File: config.mk
export PLATFORM = sky130hd
export DESIGN_NAME = cmul_pp_gen
export DESIGN_NICKNAME = d
export VERILOG_FILES = /design/src/rtl/cmul_pp_gen.sv
export SDC_FILE = /design/constraint.sdc
export NUM_CORES = 1
export LEC_CHECK = 0
export BUFFER_PORTS_ARGS = -buffer_cell sky130_fd_sc_hd__buf_2
export CAP_MARGIN = 20
export CORE_AREA = 2 2 256 258
export CTS_CLUSTER_DIAMETER = 30
export DETAILED_ROUTE_END_ITERATION = 16
export DIE_AREA = 0 0 258 260
export GPL_TIMING_DRIVEN = 0
export MAX_ROUTING_LAYER = met4
export PLACE_DENSITY = 0.52
export RECOVER_POWER = 100
export SLEW_MARGIN = 20
export SYNTH_ARGS = -nofsm -noshare
export SYNTH_HDL_FRONTEND = slang
export SYNTH_SLANG_ARGS = --single-unit
export TNS_END_PERCENT = 30
File: constraint.sdc
create_clock -name clk -period 10.4 [get_ports clk]
set_input_delay 2.08 -clock clk [delete_from_list [all_inputs] [get_ports clk]]
set_output_delay 2.08 -clock clk [all_outputs]
set_load 0.02 [all_outputs]
File: src/rtl/cmul_pp_gen.sv
// Complex partial-product generator: one shared signed DW x DW multiplier computes
// ac, bd, bc, ad over four cycles, then strobes en/shift for the downstream adder.
module cmul_pp_gen #(
    parameter int DW = 19
) (
    input  logic                 clk,
    input  logic                 reset,
    input  logic                 clr,
    input  logic                 in_valid,
    output logic                 in_ready,
    input  logic [DW-1:0]        ar,
    input  logic [DW-1:0]        ai,
    input  logic [DW-1:0]        br,
    input  logic [DW-1:0]        bi,
    input  logic                 shift_in,
    output logic [38:0]          out1,
    output logic [38:0]          out2,
    output logic [38:0]          out3,
    output logic [38:0]          out4,
    output logic                 en,
    output logic                 shift,
    output logic                 busy,
    output logic [2:0]           dbg_state_o
);

    localparam int OW = 39;

    localparam logic [2:0] S_IDLE  = 3'd0;
    localparam logic [2:0] S_P1    = 3'd1;
    localparam logic [2:0] S_P2    = 3'd2;
    localparam logic [2:0] S_P3    = 3'd3;
    localparam logic [2:0] S_P4    = 3'd4;
    localparam logic [2:0] S_ISSUE = 3'd5;

    logic [2:0]    state_q, state_d;
    logic [DW-1:0] ar_q, ai_q, br_q, bi_q;
    logic          shift_in_q;
    logic [OW-1:0] out1_q, out2_q, out3_q, out4_q;
    logic          en_q, shift_q;

    logic                   accept;
    logic signed [DW-1:0]   mul_a, mul_b;
    logic signed [2*DW-1:0] prod;
    logic signed [OW-1:0]   prod_ext;

    // Handshake: a pair transfers on any rising edge where in_valid && in_ready;
    // in_ready depends only on state and clr, never on in_valid.
    assign in_ready = ((state_q == S_IDLE) || (state_q == S_ISSUE)) && !clr;
    assign accept   = in_valid && in_ready;

    always_comb begin
        state_d = state_q;
        if (clr) begin
            state_d = S_IDLE;
        end else begin
            case (state_q)
                S_IDLE:  state_d = accept ? S_P1 : S_IDLE;
                S_P1:    state_d = S_P2;
                S_P2:    state_d = S_P3;
                S_P3:    state_d = S_P4;
                S_P4:    state_d = S_ISSUE;
                S_ISSUE: state_d = accept ? S_P1 : S_IDLE;
                default: state_d = S_IDLE;
            endcase
        end
    end

    always_comb begin
        mul_a = ar_q;
        mul_b = br_q;
        case (state_q)
            S_P2:    begin mul_a = ai_q; mul_b = bi_q; end
            S_P3:    begin mul_a = ai_q; mul_b = br_q; end
            S_P4:    begin mul_a = ar_q; mul_b = bi_q; end
            default: begin mul_a = ar_q; mul_b = br_q; end
        endcase
    end

    // Full-precision product; (-2^(DW-1))^2 fits because the result is 2*DW bits wide.
    assign prod     = mul_a * mul_b;
    assign prod_ext = OW'(prod);

    always_ff @(posedge clk or negedge reset) begin
        if (!reset) begin
            state_q    <= S_IDLE;
            ar_q       <= '0;
            ai_q       <= '0;
            br_q       <= '0;
            bi_q       <= '0;
            shift_in_q <= 1'b0;
            out1_q     <= '0;
            out2_q     <= '0;
            out3_q     <= '0;
            out4_q     <= '0;
            en_q       <= 1'b0;
            shift_q    <= 1'b0;
        end else begin
            state_q <= state_d;
            if (accept) begin
                ar_q       <= ar;
                ai_q       <= ai;
                br_q       <= br;
                bi_q       <= bi;
                shift_in_q <= shift_in;
            end
            if (!clr) begin
                if (state_q == S_P1) out1_q <= prod_ext;
                if (state_q == S_P2) out2_q <= prod_ext;
                if (state_q == S_P3) out3_q <= prod_ext;
                if (state_q == S_P4) out4_q <= prod_ext;
            end
            en_q    <= (state_d == S_ISSUE);
            shift_q <= (state_d == S_ISSUE) && shift_in_q;
        end
    end

    assign out1        = out1_q;
    assign out2        = out2_q;
    assign out3        = out3_q;
    assign out4        = out4_q;
    assign en          = en_q;
    assign shift       = shift_q;
    assign busy        = (state_q != S_IDLE);
    assign dbg_state_o = state_q;

endmodule

==> impl_results.md <==
* Outcome: finished, violations left
* Violated checks: max-capacitance violations, max-slew violations
* Antenna violations before repair at 3
* Simple-Gate Fraction of Synth Area at a little under an eighth
* Crit end category: flop
* CP endpoint: out1[37]$_DFFE_PN0P_
* Final Max Tran Viols at around 240
* Gr usage total at between 20% and 30%
* Floorplan row count at 93
* Crit-path most repeated cell: fa_1
* Synth Area in XOR/XNOR at approximately 1.7%
* CTS max path bufs at 3
* Net Count, Synth at 2775
* Synth Area in Compound Gates at 6.27%
* Vert. Die Dim at 260 µm
* # hold bufs at CTS at 0
* WL/cell at 19.9 µm
* Mapped Area at ~22000 µm²
* Hold WC Path Type: flop to flop
* RR Startpoint: dbg_state_o[1]$_DFF_PN0_
* CTS clock-pin slew for the worst setup and hold paths at ~0.05 ns
* Register area share after synthesis at 26.2%
* Initial core utilization at 34.9%
* Max Fclk at approximately 0.1 GHz
* Top Ports at about 240
* Number of nets with antenna violations after routing at 0
* Number of synthesized flops with an enable pin at 0
* Adder-Cell Fraction of Synth Area at 39.3%
* # DRC at 0
* Ys Warns at 0
* Fraction of registers with async set/reset at between 90% and 100%
* Synth Area per Inst at slightly above 10 µm²
* Max_slew headroom at -242%
* FF-to-FF setup slack at 0.41 ns
* Worst setup path startpoint: dbg_state_o[1]$_DFF_PN0_
* Worst path slowest cell: mux2i_2
* Crit path arrival time at 10.44 ns
* Avg Vias per Cell at between 4 and 5
* CP Launch Type: flop
* First-pass GRT wire length at ~100 mm
* Final wirelength at 67.9 mm
* Max-cap viol count at 3
* Skew-Pair Late Insertion Delay at 0.62 ns
* RSZ-0062 raised after global routing: false
* Drt first pass iters at 5
* Largest net degree at the start of global routing at 97
* Post-synth cell types at 64
* Worst reg2reg endpoint: out1[37]$_DFFE_PN0P_
* Layout cells sized above 1 at a little over an eighth
* # port buffers at ~240
* Worst R2R Path Depth at 29
* Core area at 64100 µm²
* TritonCTS clock tree: done
* Fill count at between 6000 and 7000
* RePlAce Congestion at a little under 0.9
* Slew at the pin closest to its max-slew limit at between 5 and 6 ns
* TritonCTS Buffers at 55
* FF+latch count, synth at roughly 230
* Area grow syn2layout at 18.6%
* HPWL Detailed at around 57 mm
* Path type of the worst setup path: flop to flop
* Ys flop type: dfrtp_1
* GRT overflow at 0
* Post-layout min period at between 9 and 10 ns
* H-Tree Depth at 2
* Fin Setup TNS at 0 ns
* Die Width at 258 µm
* Main combinational cell family by area after synthesis: adder cells
* Endpoints failing hold at 0
* Vias in the first global route at 17961
* Crit Path Max Fanout at 10
* Final Setup Violations at 0
* DR iter-0 viols at roughly 1000
* Final #Nets at about 3100
* Period utilization at between 90% and 100%
* DR vias at between 15000 and 20000
* Area of the die at about 67000 µm²
* Fin Clk Skew at 0.0454 ns
* Worst endpoint required time at around 11 ns
* CTS Sinks at ~230
* Clock Tree Root: clkbuf_16
* Syn Inst Count at 2212
* Highest cell delay on the worst timing path at a little under 0.9 ns
* Mux share of post-synthesis cell area at 7.48%
-- timing repair --
item,CTS,global route
resized for setup,0,2
endpoints found under the setup margin,0,4
setup buffers,0,0
-- area by class of cell --
| class | count | area [µm²] | share of cell area (%) |
|---|---|---|---|
| Tap cell | 855 | 1070 | 4.03 |
| Inverter | 362 | 1360 | 5.12 |
| Timing Repair Buffer | 247 | 1030 | 3.87 |
| Buffer | 86 | 344 | 1.30 |
| Antenna cell | 1 | 2.50 | 0.00943 |
| Clock inverter | 36 | 571 | 2.15 |
| Sequential cell | 234 | 5860 | 22.1 |
| Clock buffer | 65 | 1480 | 5.59 |
| Multi-Input combinational cell | 1530 | 14800 | 55.9 |
-- stage by stage --
step / setup WS, ns / cells / utilization [%] / instance area, µm² / hold slack [ns]
after floorplan: 2.45 / 2212 / - / 22400 / 0.471
after global placement: 0.202 / 3310 / 38.5 / 24700 / 0.457
after detailed placement: 0.370 / 3313 / 38.6 / 24800 / 0.462
after CTS: 0.342 / 3414 / 41.8 / 26800 / 0.474
after global routing: 0.0169 / 3416 / 41.4 / 26500 / 0.493
final: 0.413 / 3416 / 41.4 / 26500 / 0.474
-- Yosys cell counts, types with 8 or more instances --
library cell / instances / area share (%)
clkbuf_1: 67 / 1.1
or2_2: 12 / 0.34
nand3_1: 8 / 0.18
xnor2_1: 24 / 0.94
mux2_2: 113 / 5.7
fa_1: 369 / 33
ha_1: 113 / 6.3
a21o_1: 15 / 0.50
xor2_1: 14 / 0.55
buf_1: 10 / 0.17
nor3_1: 8 / 0.18
inv_1: 362 / 6.1
nand2b_1: 14 / 0.39
mux2i_1: 40 / 1.8
nor2_1: 225 / 3.8
o21ai_0: 120 / 2.7
dfrtp_1: 234 / 26
nand2_1: 337 / 5.7
a21oi_1: 18 / 0.40
o21ai_1: 22 / 0.49
-- flip-flops by register name (all words and copies together) (netlist names) --
| name | cells |
|---|---|
| dbg_state_o | 3 |
| shift | 1 |
| ar_q | 19 |
| bi_q | 19 |
| br_q | 19 |
| en | 1 |
| out4 | 38 |
| out3 | 38 |
| out1 | 38 |
| shift_in_q | 1 |
| ai_q | 19 |
| out2 | 38 |
-- worst min-delay path by stage --
| stage | from | end | slack, ns | cells after the start |
|---|---|---|---|---|
| 2_1_floorplan | shift_in_q$_DFFE_PN0P_ | shift$_DFF_PN0_ | 0.47 | 1 |
| 3_3_place_gp | out2[5]$_DFFE_PN0P_ | out2[5]$_DFFE_PN0P_ | 0.46 | 2 |
| 3_5_place_dp | out4[2]$_DFFE_PN0P_ | out4[2]$_DFFE_PN0P_ | 0.46 | 2 |
| 4_1_cts | out3[6]$_DFFE_PN0P_ | out3[6]$_DFFE_PN0P_ | 0.47 | 2 |
| 5_1_grt | out3[6]$_DFFE_PN0P_ | out3[6]$_DFFE_PN0P_ | 0.49 | 2 |
| 6_report | out3[6]$_DFFE_PN0P_ | out3[6]$_DFFE_PN0P_ | 0.47 | 2 |
-- cell usage in the layout (no fill, tap or decap), types with 5 or more instances in the layout --
cell type / synthesis / layout
xnor2_1: 24 / 24
a21o_1: 15 / 15
inv_1: 362 / 362
o21ai_1: 22 / 12
o21ai_0: 120 / 131
mux2i_1: 40 / 26
o21a_1: 6 / 6
or2_2: 12 / 12
nor3_1: 8 / 8
clkbuf_16: 0 / 55
inv_6: 0 / 6
clkbuf_8: 0 / 7
fa_1: 369 / 369
clkinvlp_4: 0 / 8
buf_2: 5 / 84
clkbuf_1: 67 / 244
nand3_1: 8 / 8
xor2_1: 14 / 14
ha_1: 113 / 113
mux2_2: 113 / 112
bufinv_16: 0 / 12
mux2i_2: 0 / 12
nor2_1: 225 / 225
nand2_1: 337 / 337
nand2b_1: 14 / 14
and2_1: 5 / 5
clkinv_2: 0 / 6
dfrtp_1: 234 / 234
a21oi_1: 18 / 19
-- critical path, delay by kind of cell, from the launching register on --
family / cells / cell delay (ns)
mux: 1 / 0.87
flops: 1 / 0.34
compound gates: 8 / 2.08
simple gates: 3 / 0.35
buf+inv: 8 / 1.87
fa+ha+maj: 8 / 3.88
xor+xnor: 1 / 0.42
-- per-layer routing --
metal  GRT usage [%]  wire [µm]  vias to the layer above
met4            9.04       2860                        0
met3            3.16       3430                      116
met2            36.5      35600                      452
met1            24.8      26000                     8874
li1                -          -                     7466
met5               -          0                        -
-- cells by family (layout without fill, tap and decap cells) --
family                   count (synthesis)  in the layout
flip-flops                             234            234
multiplexers                           153            153
AO/OA/AOI/OAI                          221            221
XOR/XNOR                                41             41
AND/OR/NAND/NOR                        633            633
adder cells (fa/ha/maj)                482            482
other                                    0              1
buffers and inverters                  448            796
Power is not shown: default switching activity piles up to over one toggle a cycle in this logic, so the estimate is an artifact.
